$ cat config.mk
export PLATFORM = sky130hd
export DESIGN_NAME = wb_slave_mux_flat
export DESIGN_NICKNAME = d
export VERILOG_FILES = /design/src/rtl/wb_slave_mux_if.sv /design/src/rtl/wb_slave_mux.sv /design/src/flat_wrapper.sv
export SDC_FILE = /design/constraint.sdc
export NUM_CORES = 1
export LEC_CHECK = 0
export CAP_MARGIN = 20
export CORE_ASPECT_RATIO = 1.4
export CORE_MARGIN = 2
export CORE_UTILIZATION = 34
export CTS_CLUSTER_SIZE = 16
export DETAILED_ROUTE_END_ITERATION = 10
export GPL_TIMING_DRIVEN = 1
export PLACE_DENSITY = 0.77
export SLEW_MARGIN = 10
export SYNTH_ARGS = -nofsm -noshare
export SYNTH_HDL_FRONTEND = slang
export SYNTH_SLANG_ARGS = --single-unit
$ cat constraint.sdc
create_clock -name wb_clk_i -period 2 [get_ports wb_clk_i]
set_input_delay 0.2 -clock wb_clk_i [delete_from_list [all_inputs] [get_ports wb_clk_i]]
set_output_delay 0.2 -clock wb_clk_i [all_outputs]
set_load 0.01 [all_outputs]
$ cat src/rtl/wb_slave_mux_if.sv
// Bus bundle between the processor-side Wishbone master, the slave mux
// and the register slaves behind it.
//
// Handshake: a request is presented while cyc & stb are high and is held
// until the mux answers with a single-cycle ack or err; dropping cyc before
// that abandons the request and no answer follows. On the slave side the
// mux holds one cyc/stb bit high until that slave raises ack or err (or the
// mux gives up); ack/err from any other slave is ignored.
interface wb_slave_mux_if #(
  parameter int NUM_SLAVES = 4
);
  logic                       wbm_cyc_i;
  logic                       wbm_stb_i;
  logic                       wbm_we_i;
  logic [3:0]                 wbm_sel_i;
  logic [31:0]                wbm_adr_i;
  logic [31:0]                wbm_dat_i;
  logic [31:0]                wbm_dat_o;
  logic                       wbm_ack_o;
  logic                       wbm_err_o;
  logic [NUM_SLAVES-1:0]      wbs_cyc_o;
  logic [NUM_SLAVES-1:0]      wbs_stb_o;
  logic                       wbs_we_o;
  logic [3:0]                 wbs_sel_o;
  logic [31:0]                wbs_adr_o;
  logic [31:0]                wbs_dat_o;
  logic [32*NUM_SLAVES-1:0]   wbs_dat_i;
  logic [NUM_SLAVES-1:0]      wbs_ack_i;
  logic [NUM_SLAVES-1:0]      wbs_err_i;

  // Environment view: drives the master request and the slave replies.
  modport master (
    output wbm_cyc_i, wbm_stb_i, wbm_we_i, wbm_sel_i, wbm_adr_i, wbm_dat_i,
    input  wbm_dat_o, wbm_ack_o, wbm_err_o,
    input  wbs_cyc_o, wbs_stb_o, wbs_we_o, wbs_sel_o, wbs_adr_o, wbs_dat_o,
    output wbs_dat_i, wbs_ack_i, wbs_err_i
  );

  // Mux view: slave to the processor, master to the register slaves.
  modport slave (
    input  wbm_cyc_i, wbm_stb_i, wbm_we_i, wbm_sel_i, wbm_adr_i, wbm_dat_i,
    output wbm_dat_o, wbm_ack_o, wbm_err_o,
    output wbs_cyc_o, wbs_stb_o, wbs_we_o, wbs_sel_o, wbs_adr_o, wbs_dat_o,
    input  wbs_dat_i, wbs_ack_i, wbs_err_i
  );
endinterface

$ cat src/rtl/wb_slave_mux.sv
// Single-master to NUM_SLAVES Wishbone address decoder and router.
// Registers the request, strobes the slave whose window contains the
// address, and returns its data/ack/err. Unmapped addresses and slaves that
// stay silent for TIMEOUT_CYCLES cycles are answered with err.
module wb_slave_mux #(
  parameter int                        NUM_SLAVES     = 4,
  parameter logic [32*NUM_SLAVES-1:0]  C_BASEADDRS    = {32'h00030000, 32'h00020000,
                                                         32'h00010000, 32'h00000000},
  parameter logic [32*NUM_SLAVES-1:0]  C_HIGHADDRS    = {32'h0003FFFF, 32'h0002FFFF,
                                                         32'h0001FFFF, 32'h0000FFFF},
  parameter int                        TIMEOUT_CYCLES = 16
) (
  input  logic              wb_clk_i,
  input  logic              wb_rst_i,
  wb_slave_mux_if.slave     bus,
  output logic              busy_o,
  output logic [1:0]        dbg_state_o
);

  localparam int IDX_W = (NUM_SLAVES > 1) ? $clog2(NUM_SLAVES) : 1;
  localparam logic [7:0] TO_LAST = 8'(TIMEOUT_CYCLES - 1);

  typedef enum logic [1:0] {
    IDLE   = 2'd0,
    ACTIVE = 2'd1,
    RESP   = 2'd2
  } state_t;

  state_t                 state;
  logic [IDX_W-1:0]       sel_idx;
  logic [7:0]             cnt;

  logic                   hit;
  logic [IDX_W-1:0]       hit_idx;
  logic [NUM_SLAVES-1:0]  hit_onehot;
  logic                   sel_ack;
  logic                   sel_err;
  logic [31:0]            sel_dat;

  assign busy_o      = (state != IDLE);
  assign dbg_state_o = state;

  // Window decode of the incoming address; scanning downwards lets the
  // lowest matching index win when windows overlap.
  always_comb begin
    hit        = 1'b0;
    hit_idx    = '0;
    hit_onehot = '0;
    for (int k = NUM_SLAVES - 1; k >= 0; k--) begin
      if (bus.wbm_adr_i >= C_BASEADDRS[32*k +: 32] &&
          bus.wbm_adr_i <= C_HIGHADDRS[32*k +: 32]) begin
        hit           = 1'b1;
        hit_idx       = IDX_W'(k);
        hit_onehot    = '0;
        hit_onehot[k] = 1'b1;
      end
    end
  end

  // Pick out the reply lines of the slave that owns the current transfer.
  always_comb begin
    sel_ack = 1'b0;
    sel_err = 1'b0;
    sel_dat = '0;
    for (int k = 0; k < NUM_SLAVES; k++) begin
      if (IDX_W'(k) == sel_idx) begin
        sel_ack = bus.wbs_ack_i[k];
        sel_err = bus.wbs_err_i[k];
        sel_dat = bus.wbs_dat_i[32*k +: 32];
      end
    end
  end

  // Transfer FSM; all bus outputs are registered here. ack/err default low
  // so each response is exactly one cycle wide.
  always_ff @(posedge wb_clk_i or negedge wb_rst_i) begin
    if (!wb_rst_i) begin
      state         <= IDLE;
      sel_idx       <= '0;
      cnt           <= '0;
      bus.wbm_dat_o <= '0;
      bus.wbm_ack_o <= 1'b0;
      bus.wbm_err_o <= 1'b0;
      bus.wbs_cyc_o <= '0;
      bus.wbs_stb_o <= '0;
      bus.wbs_we_o  <= 1'b0;
      bus.wbs_sel_o <= '0;
      bus.wbs_adr_o <= '0;
      bus.wbs_dat_o <= '0;
    end else begin
      bus.wbm_ack_o <= 1'b0;
      bus.wbm_err_o <= 1'b0;
      case (state)
        IDLE: begin
          if (bus.wbm_cyc_i && bus.wbm_stb_i) begin
            bus.wbs_we_o  <= bus.wbm_we_i;
            bus.wbs_sel_o <= bus.wbm_sel_i;
            bus.wbs_adr_o <= bus.wbm_adr_i;
            bus.wbs_dat_o <= bus.wbm_dat_i;
            cnt           <= '0;
            if (hit) begin
              sel_idx       <= hit_idx;
              bus.wbs_cyc_o <= hit_onehot;
              bus.wbs_stb_o <= hit_onehot;
              state         <= ACTIVE;
            end else begin
              bus.wbm_err_o <= 1'b1;
              state         <= RESP;
            end
          end
        end
        ACTIVE: begin
          if (!bus.wbm_cyc_i) begin
            // Master walked away: release the slave silently.
            bus.wbs_cyc_o <= '0;
            bus.wbs_stb_o <= '0;
            cnt           <= '0;
            state         <= IDLE;
          end else if (sel_err) begin
            bus.wbs_cyc_o <= '0;
            bus.wbs_stb_o <= '0;
            cnt           <= '0;
            bus.wbm_err_o <= 1'b1;
            state         <= RESP;
          end else if (sel_ack) begin
            bus.wbs_cyc_o <= '0;
            bus.wbs_stb_o <= '0;
            cnt           <= '0;
            if (!bus.wbs_we_o) bus.wbm_dat_o <= sel_dat;
            bus.wbm_ack_o <= 1'b1;
            state         <= RESP;
          end else if (cnt == TO_LAST) begin
            bus.wbs_cyc_o <= '0;
            bus.wbs_stb_o <= '0;
            cnt           <= '0;
            bus.wbm_err_o <= 1'b1;
            state         <= RESP;
          end else begin
            cnt <= cnt + 8'd1;
          end
        end
        RESP: begin
          state <= IDLE;
        end
        default: begin
          state <= IDLE;
        end
      endcase
    end
  end

endmodule

$ cat src/flat_wrapper.sv
// flat-port wrapper written by rule: the top's interface ports become plain ports
module wb_slave_mux_flat 
#(
  parameter int                        NUM_SLAVES     = 4,
  parameter logic [32*NUM_SLAVES-1:0]  C_BASEADDRS    = {32'h00030000, 32'h00020000,
                                                         32'h00010000, 32'h00000000},
  parameter logic [32*NUM_SLAVES-1:0]  C_HIGHADDRS    = {32'h0003FFFF, 32'h0002FFFF,
                                                         32'h0001FFFF, 32'h0000FFFF},
  parameter int                        TIMEOUT_CYCLES = 16
)
  (wb_clk_i, wb_rst_i, busy_o, dbg_state_o, bus_wbm_cyc_i, bus_wbm_stb_i, bus_wbm_we_i, bus_wbm_sel_i, bus_wbm_adr_i, bus_wbm_dat_i, bus_wbm_dat_o, bus_wbm_ack_o, bus_wbm_err_o, bus_wbs_cyc_o, bus_wbs_stb_o, bus_wbs_we_o, bus_wbs_sel_o, bus_wbs_adr_o, bus_wbs_dat_o, bus_wbs_dat_i, bus_wbs_ack_i, bus_wbs_err_i);
  wb_slave_mux_if #(.NUM_SLAVES(NUM_SLAVES)) bus_i ();
  input  logic wb_clk_i;
  input  logic wb_rst_i;
  output logic busy_o;
  output logic [1:0] dbg_state_o;
  input wire logic [$bits(bus_i.wbm_cyc_i)-1:0] bus_wbm_cyc_i;
  input wire logic [$bits(bus_i.wbm_stb_i)-1:0] bus_wbm_stb_i;
  input wire logic [$bits(bus_i.wbm_we_i)-1:0] bus_wbm_we_i;
  input wire logic [$bits(bus_i.wbm_sel_i)-1:0] bus_wbm_sel_i;
  input wire logic [$bits(bus_i.wbm_adr_i)-1:0] bus_wbm_adr_i;
  input wire logic [$bits(bus_i.wbm_dat_i)-1:0] bus_wbm_dat_i;
  output wire logic [$bits(bus_i.wbm_dat_o)-1:0] bus_wbm_dat_o;
  output wire logic [$bits(bus_i.wbm_ack_o)-1:0] bus_wbm_ack_o;
  output wire logic [$bits(bus_i.wbm_err_o)-1:0] bus_wbm_err_o;
  output wire logic [$bits(bus_i.wbs_cyc_o)-1:0] bus_wbs_cyc_o;
  output wire logic [$bits(bus_i.wbs_stb_o)-1:0] bus_wbs_stb_o;
  output wire logic [$bits(bus_i.wbs_we_o)-1:0] bus_wbs_we_o;
  output wire logic [$bits(bus_i.wbs_sel_o)-1:0] bus_wbs_sel_o;
  output wire logic [$bits(bus_i.wbs_adr_o)-1:0] bus_wbs_adr_o;
  output wire logic [$bits(bus_i.wbs_dat_o)-1:0] bus_wbs_dat_o;
  input wire logic [$bits(bus_i.wbs_dat_i)-1:0] bus_wbs_dat_i;
  input wire logic [$bits(bus_i.wbs_ack_i)-1:0] bus_wbs_ack_i;
  input wire logic [$bits(bus_i.wbs_err_i)-1:0] bus_wbs_err_i;
  assign bus_i.wbm_cyc_i = bus_wbm_cyc_i;
  assign bus_i.wbm_stb_i = bus_wbm_stb_i;
  assign bus_i.wbm_we_i = bus_wbm_we_i;
  assign bus_i.wbm_sel_i = bus_wbm_sel_i;
  assign bus_i.wbm_adr_i = bus_wbm_adr_i;
  assign bus_i.wbm_dat_i = bus_wbm_dat_i;
  assign bus_wbm_dat_o = bus_i.wbm_dat_o;
  assign bus_wbm_ack_o = bus_i.wbm_ack_o;
  assign bus_wbm_err_o = bus_i.wbm_err_o;
  assign bus_wbs_cyc_o = bus_i.wbs_cyc_o;
  assign bus_wbs_stb_o = bus_i.wbs_stb_o;
  assign bus_wbs_we_o = bus_i.wbs_we_o;
  assign bus_wbs_sel_o = bus_i.wbs_sel_o;
  assign bus_wbs_adr_o = bus_i.wbs_adr_o;
  assign bus_wbs_dat_o = bus_i.wbs_dat_o;
  assign bus_i.wbs_dat_i = bus_wbs_dat_i;
  assign bus_i.wbs_ack_i = bus_wbs_ack_i;
  assign bus_i.wbs_err_i = bus_wbs_err_i;
  wb_slave_mux #(.NUM_SLAVES(NUM_SLAVES), .C_BASEADDRS(C_BASEADDRS), .C_HIGHADDRS(C_HIGHADDRS), .TIMEOUT_CYCLES(TIMEOUT_CYCLES)) u_core (.wb_clk_i(wb_clk_i), .wb_rst_i(wb_rst_i), .bus(bus_i), .busy_o(busy_o), .dbg_state_o(dbg_state_o));
endmodule
==> reports/qor_table.md <==
| Result | Reported | Unit |
| --- | --- | --- |
| Run status | finished with violations | - |
| Violations in the final reports | setup timing | - |
| GR Util met1 | 24.4 | % |
| Rows | 54 | - |
| Top fanout value on the critical path | 32 | - |
| Area of the die | 0.0171 | mm2 |
| Antenna violations before repair | 1 | - |
| Ordered list of cells on the worst path | mux4_2, nor3b_2, nor2b_4, buf_12, mux2_2 | - |
| Number of different library cells in the post-synthesis netlist | 37 | - |
| Core footprint | 0.0157 | mm2 |
| Pin count of the biggest net entering global routing | 69 | - |
| CTS Buffer Depth | 2 | - |
| Share of final-layout standard cells stronger than drive strength 1 | 16.2 | % |
| Pwr dens | 756 | mW/mm2 |
| Number of cells on the worst reg-to-reg path | 5 | - |
| Element type at the critical path start | flop | - |
| Wire length of the first global-routing pass | 28800 | um |
| Hold slack | 240 | ps |
| DRC violation total after the first TritonRoute iteration | 214 | - |
| Syn nets | 700 | - |
| Slowest stage cell, crit path | sky130_fd_sc_hd__mux4_2 | - |
| Overall power | 7.33 | mW |
| Data required time of the critical path | 2290 | ps |
| TritonCTS clock tree | yes | - |
| Proportion of synthesized flip-flops having asynchronous set or reset | 100 | % |
| Utilization after layout | 61.9 | % |
| Via-per-instance ratio | 4.84 | - |
| Remaining global-route overflow | 0 | - |
| F_max | 0.471 | GHz |
| Post-DP HPWL | 14400 | um |
| Global-route track usage on met2 | 38.8 | % |
| Final critical delay including setup and external delays | 2130 | ps |
| Worst Slack Setup Final | -125 | ps |
| Final design area excluding fillers | 0.00970 | mm2 |
| Global routing usage summed across all routing layers | 21.7 | % |
| DRC errors left | 0 | - |
| Setup repair after global routing missed its margin | true | - |
| Total number of nets in the final design | 1035 | - |
| Register area share after synthesis | 54.5 | % |
| Number of placed I/O pins | 323 | - |
| Number of endpoints with negative hold slack in the final report | 0 | - |
| Clock insertion delay at the later pin of the skew report | 410 | ps |
| Share of Yosys cell area claimed by the top area cell type | 54.5 | % |
| Final critical-path share of the clock period | 106 | % |
| Clk Tree Root Cell | sky130_fd_sc_hd__clkbuf_16 | - |
| Critical setup path kind | flop to flop | - |
| Global-route track usage on met3 | 8.12 | % |
| First-pass DRT Iterations | 4 | - |
| Slew at the pin closest to its max-slew limit | 446 | ps |
| Number of warnings printed during yosys synthesis | 0 | - |
| Count of placed standard cells in the final layout, fillers left out | 1035 | - |
| Number of placed instances, taps included | 1000 | - |
| Routed vias | 5008 | - |
| Cell accounting for the most synthesized area | sky130_fd_sc_hd__dfrtp_1 | - |
| Busiest layer in global routing | met2 | - |
| Longest individual stage delay on the worst path | 580 | ps |
| Final antenna-violating net count | 0 | - |
| Final wirelength | 18700 | um |
| Number of synthesized flops with an enable pin | 0 | - |
| Crit path DAT | 2420 | ps |
| Static leakage power | 4.27 | nW |
| Remaining max-slew budget at the tightest pin | 70.3 | % |
| Synth top cells by count | sky130_fd_sc_hd__nand2_1, sky130_fd_sc_hd__dfrtp_1, sky130_fd_sc_hd__mux2_2, sky130_fd_sc_hd__mux4_2, sky130_fd_sc_hd__clkbuf_1 | - |
| Top area cells in the synthesized netlist | sky130_fd_sc_hd__dfrtp_1, sky130_fd_sc_hd__nand2_1, sky130_fd_sc_hd__mux4_2 | - |
| Via count of the first global-routing pass | 5271 | - |
| Post-synthesis sequential element count | 119 | - |
| Average wire length per cell after detail routing | 18.0 | um |
| Count of mapped cells out of synthesis | 490 | - |
| Worst-case setup slack after placement | -305 | ps |
| Growth of design area from synthesis to finish | 77.6 | % |
| Final count of pins violating max slew | 0 | - |
| Maximum vdd drop | 489 | uV |
| Initial core utilization | 34.8 | % |
| Setup TNS | -3650 | ps |
| Last weighted congestion value of the routability-driven placer | 0.831 | - |
| Count of buffering cells on the critical path with inverters included | 1 | - |
| FILL cells | 1304 | - |
| Number of endpoints failing setup at the final stage | 37 | - |
| Largest clock skew in the final design | 5.92 | ps |
| Most frequent cell after synthesis | sky130_fd_sc_hd__nand2_1 | - |
| Prevailing post-synth register cell | sky130_fd_sc_hd__dfrtp_1 | - |
| Worst Hold Class | primary input to async pin | - |
| Count of clock tree sinks | 119 | - |
| Max-cap violations | 0 | - |
| CTS clock-pin slew for the worst setup and hold paths | 60 | ps |
| DIE WIDTH | 111 | um |
| Cts bufs inserted | 17 | - |
| Standard cell area after detailed placement | 0.00904 | mm2 |
| Endpoint kind of the worst setup timing path | flop | - |
| Buffers on Ports | 322 | - |
| Cell area after technology mapping | 0.00546 | mm2 |
| Category of cells accounting for the largest share of critical-path delay | multiplexers | - |
| Syn Area/Cell | 11.1 | um2 |
| Path length in cells of the critical path | 5 | - |
| Height of the chip | 154 | um |
| Maximum level of the CTS H-tree | 4 | - |
==> cell type report <==
type / instances / area (um2) / area share (%)
repair buffers: 348 / 3490 / 36.0
flip-flops and latches: 119 / 2980 / 30.7
multi-input cells: 333 / 2340 / 24.1
clock buffers: 18 / 429 / 4.43
well taps: 196 / 245 / 2.53
clock inverters: 14 / 188 / 1.94
inverters: 6 / 22.5 / 0.232
diodes: 1 / 2.50 / 0.0258
==> per-layer routing <==
layer / vias to the layer above / part of all wire, %
met3: 15 / 9.4
met4: 0 / 1.2
met5: - / 0
li1: 2341 / -
met1: 2406 / 36
met2: 246 / 53
==> cells by family after synthesis <==
family | count (synthesis) | synth area share, %
buf+inv | 38 | 3.25
flops | 119 | 54.5
fa+ha+maj | 1 | 0.229
simple gates | 237 | 17.4
xor+xnor | 2 | 0.321
mux | 68 | 21.0
compound gates | 25 | 3.16
==> cells in the final DEF, fill, tap and decap left out, types with 2 or more instances in the layout <==
cell type / count
sky130_fd_sc_hd__a21oi_1: 3
sky130_fd_sc_hd__a32o_1: 4
sky130_fd_sc_hd__buf_12: 6
sky130_fd_sc_hd__buf_4: 20
sky130_fd_sc_hd__bufinv_16: 3
sky130_fd_sc_hd__clkbuf_16: 17
sky130_fd_sc_hd__clkdlybuf4s50_1: 321
sky130_fd_sc_hd__clkinv_4: 4
sky130_fd_sc_hd__dfrtp_1: 118
sky130_fd_sc_hd__inv_1: 6
sky130_fd_sc_hd__inv_6: 5
sky130_fd_sc_hd__mux2_2: 33
sky130_fd_sc_hd__mux4_2: 34
sky130_fd_sc_hd__nand2_1: 212
sky130_fd_sc_hd__nand3_1: 2
sky130_fd_sc_hd__nand3b_1: 2
sky130_fd_sc_hd__nor2_1: 5
sky130_fd_sc_hd__nor4_1: 3
sky130_fd_sc_hd__o21ai_0: 7
sky130_fd_sc_hd__o22ai_1: 2
sky130_fd_sc_hd__or4_1: 2
sky130_fd_sc_hd__xnor2_1: 2
==> worst reg2reg max path, delay by kind of cell, from the launching register on <==
family / cells / cell delay [ps]
buffers and inverters: 1 / 210
DFF: 1 / 410
muxes: 2 / 970
and+or+nand+nor: 2 / 420
==> flip-flops by register name (all words and copies together), names as in the netlist <==
register and count:
u_core.cnt 8, u_core.bus.wbs_we_o 1, u_core.bus.wbs_cyc_o 4, u_core.bus.wbs_dat_o 32
u_core.bus.wbm_ack_o 1, u_core.bus.wbs_adr_o 32, u_core.bus.wbm_err_o 1, u_core.bus.wbs_sel_o 4
u_core.dbg_state_o 2, u_core.sel_idx 2, u_core.bus.wbm_dat_o 32
==> final timing paths <==
| path | slack (ps) | to | startpoint |
|---|---|---|---|
| min reg2reg | 470 | u_core.bus.wbs_dat_o[21]$_DFFE_PN0P_ | u_core.bus.wbs_dat_o[21]$_DFFE_PN0P_ |
| max | -130 | u_core.bus.wbm_dat_o[30]$_DFFE_PN0P_ | u_core.sel_idx[0]$_DFFE_PN0P_ |
| max reg2reg | -130 | u_core.bus.wbm_dat_o[30]$_DFFE_PN0P_ | u_core.sel_idx[0]$_DFFE_PN0P_ |
| min | 240 | u_core.bus.wbs_dat_o[18]$_DFFE_PN0P_ | wb_rst_i |
| min in group wb_clk_i | 310 | u_core.bus.wbs_dat_o[3]$_DFFE_PN0P_ | bus_wbm_dat_i[3] |
| max in group asynchronous | 1130 | u_core.bus.wbs_adr_o[10]$_DFFE_PN0P_ | wb_rst_i |
==> where the power goes <==
group          internal (mW)  switching [mW]  total (mW)
combinational          0.872           0.528        1.40
sequential              2.62           0.114        2.74
clock                   2.00            1.20        3.19
total                   5.49            1.84        7.33
==> what timing repair did <==
action,CTS,global route
hold buffers,1,0
pin swaps,2,2
resized for setup,1,6
buffers inserted,1,0
gates cloned,0,0
hold endpoints to repair,21,0
setup endpoints to repair,34,42
(Power assumes the default switching activity.)
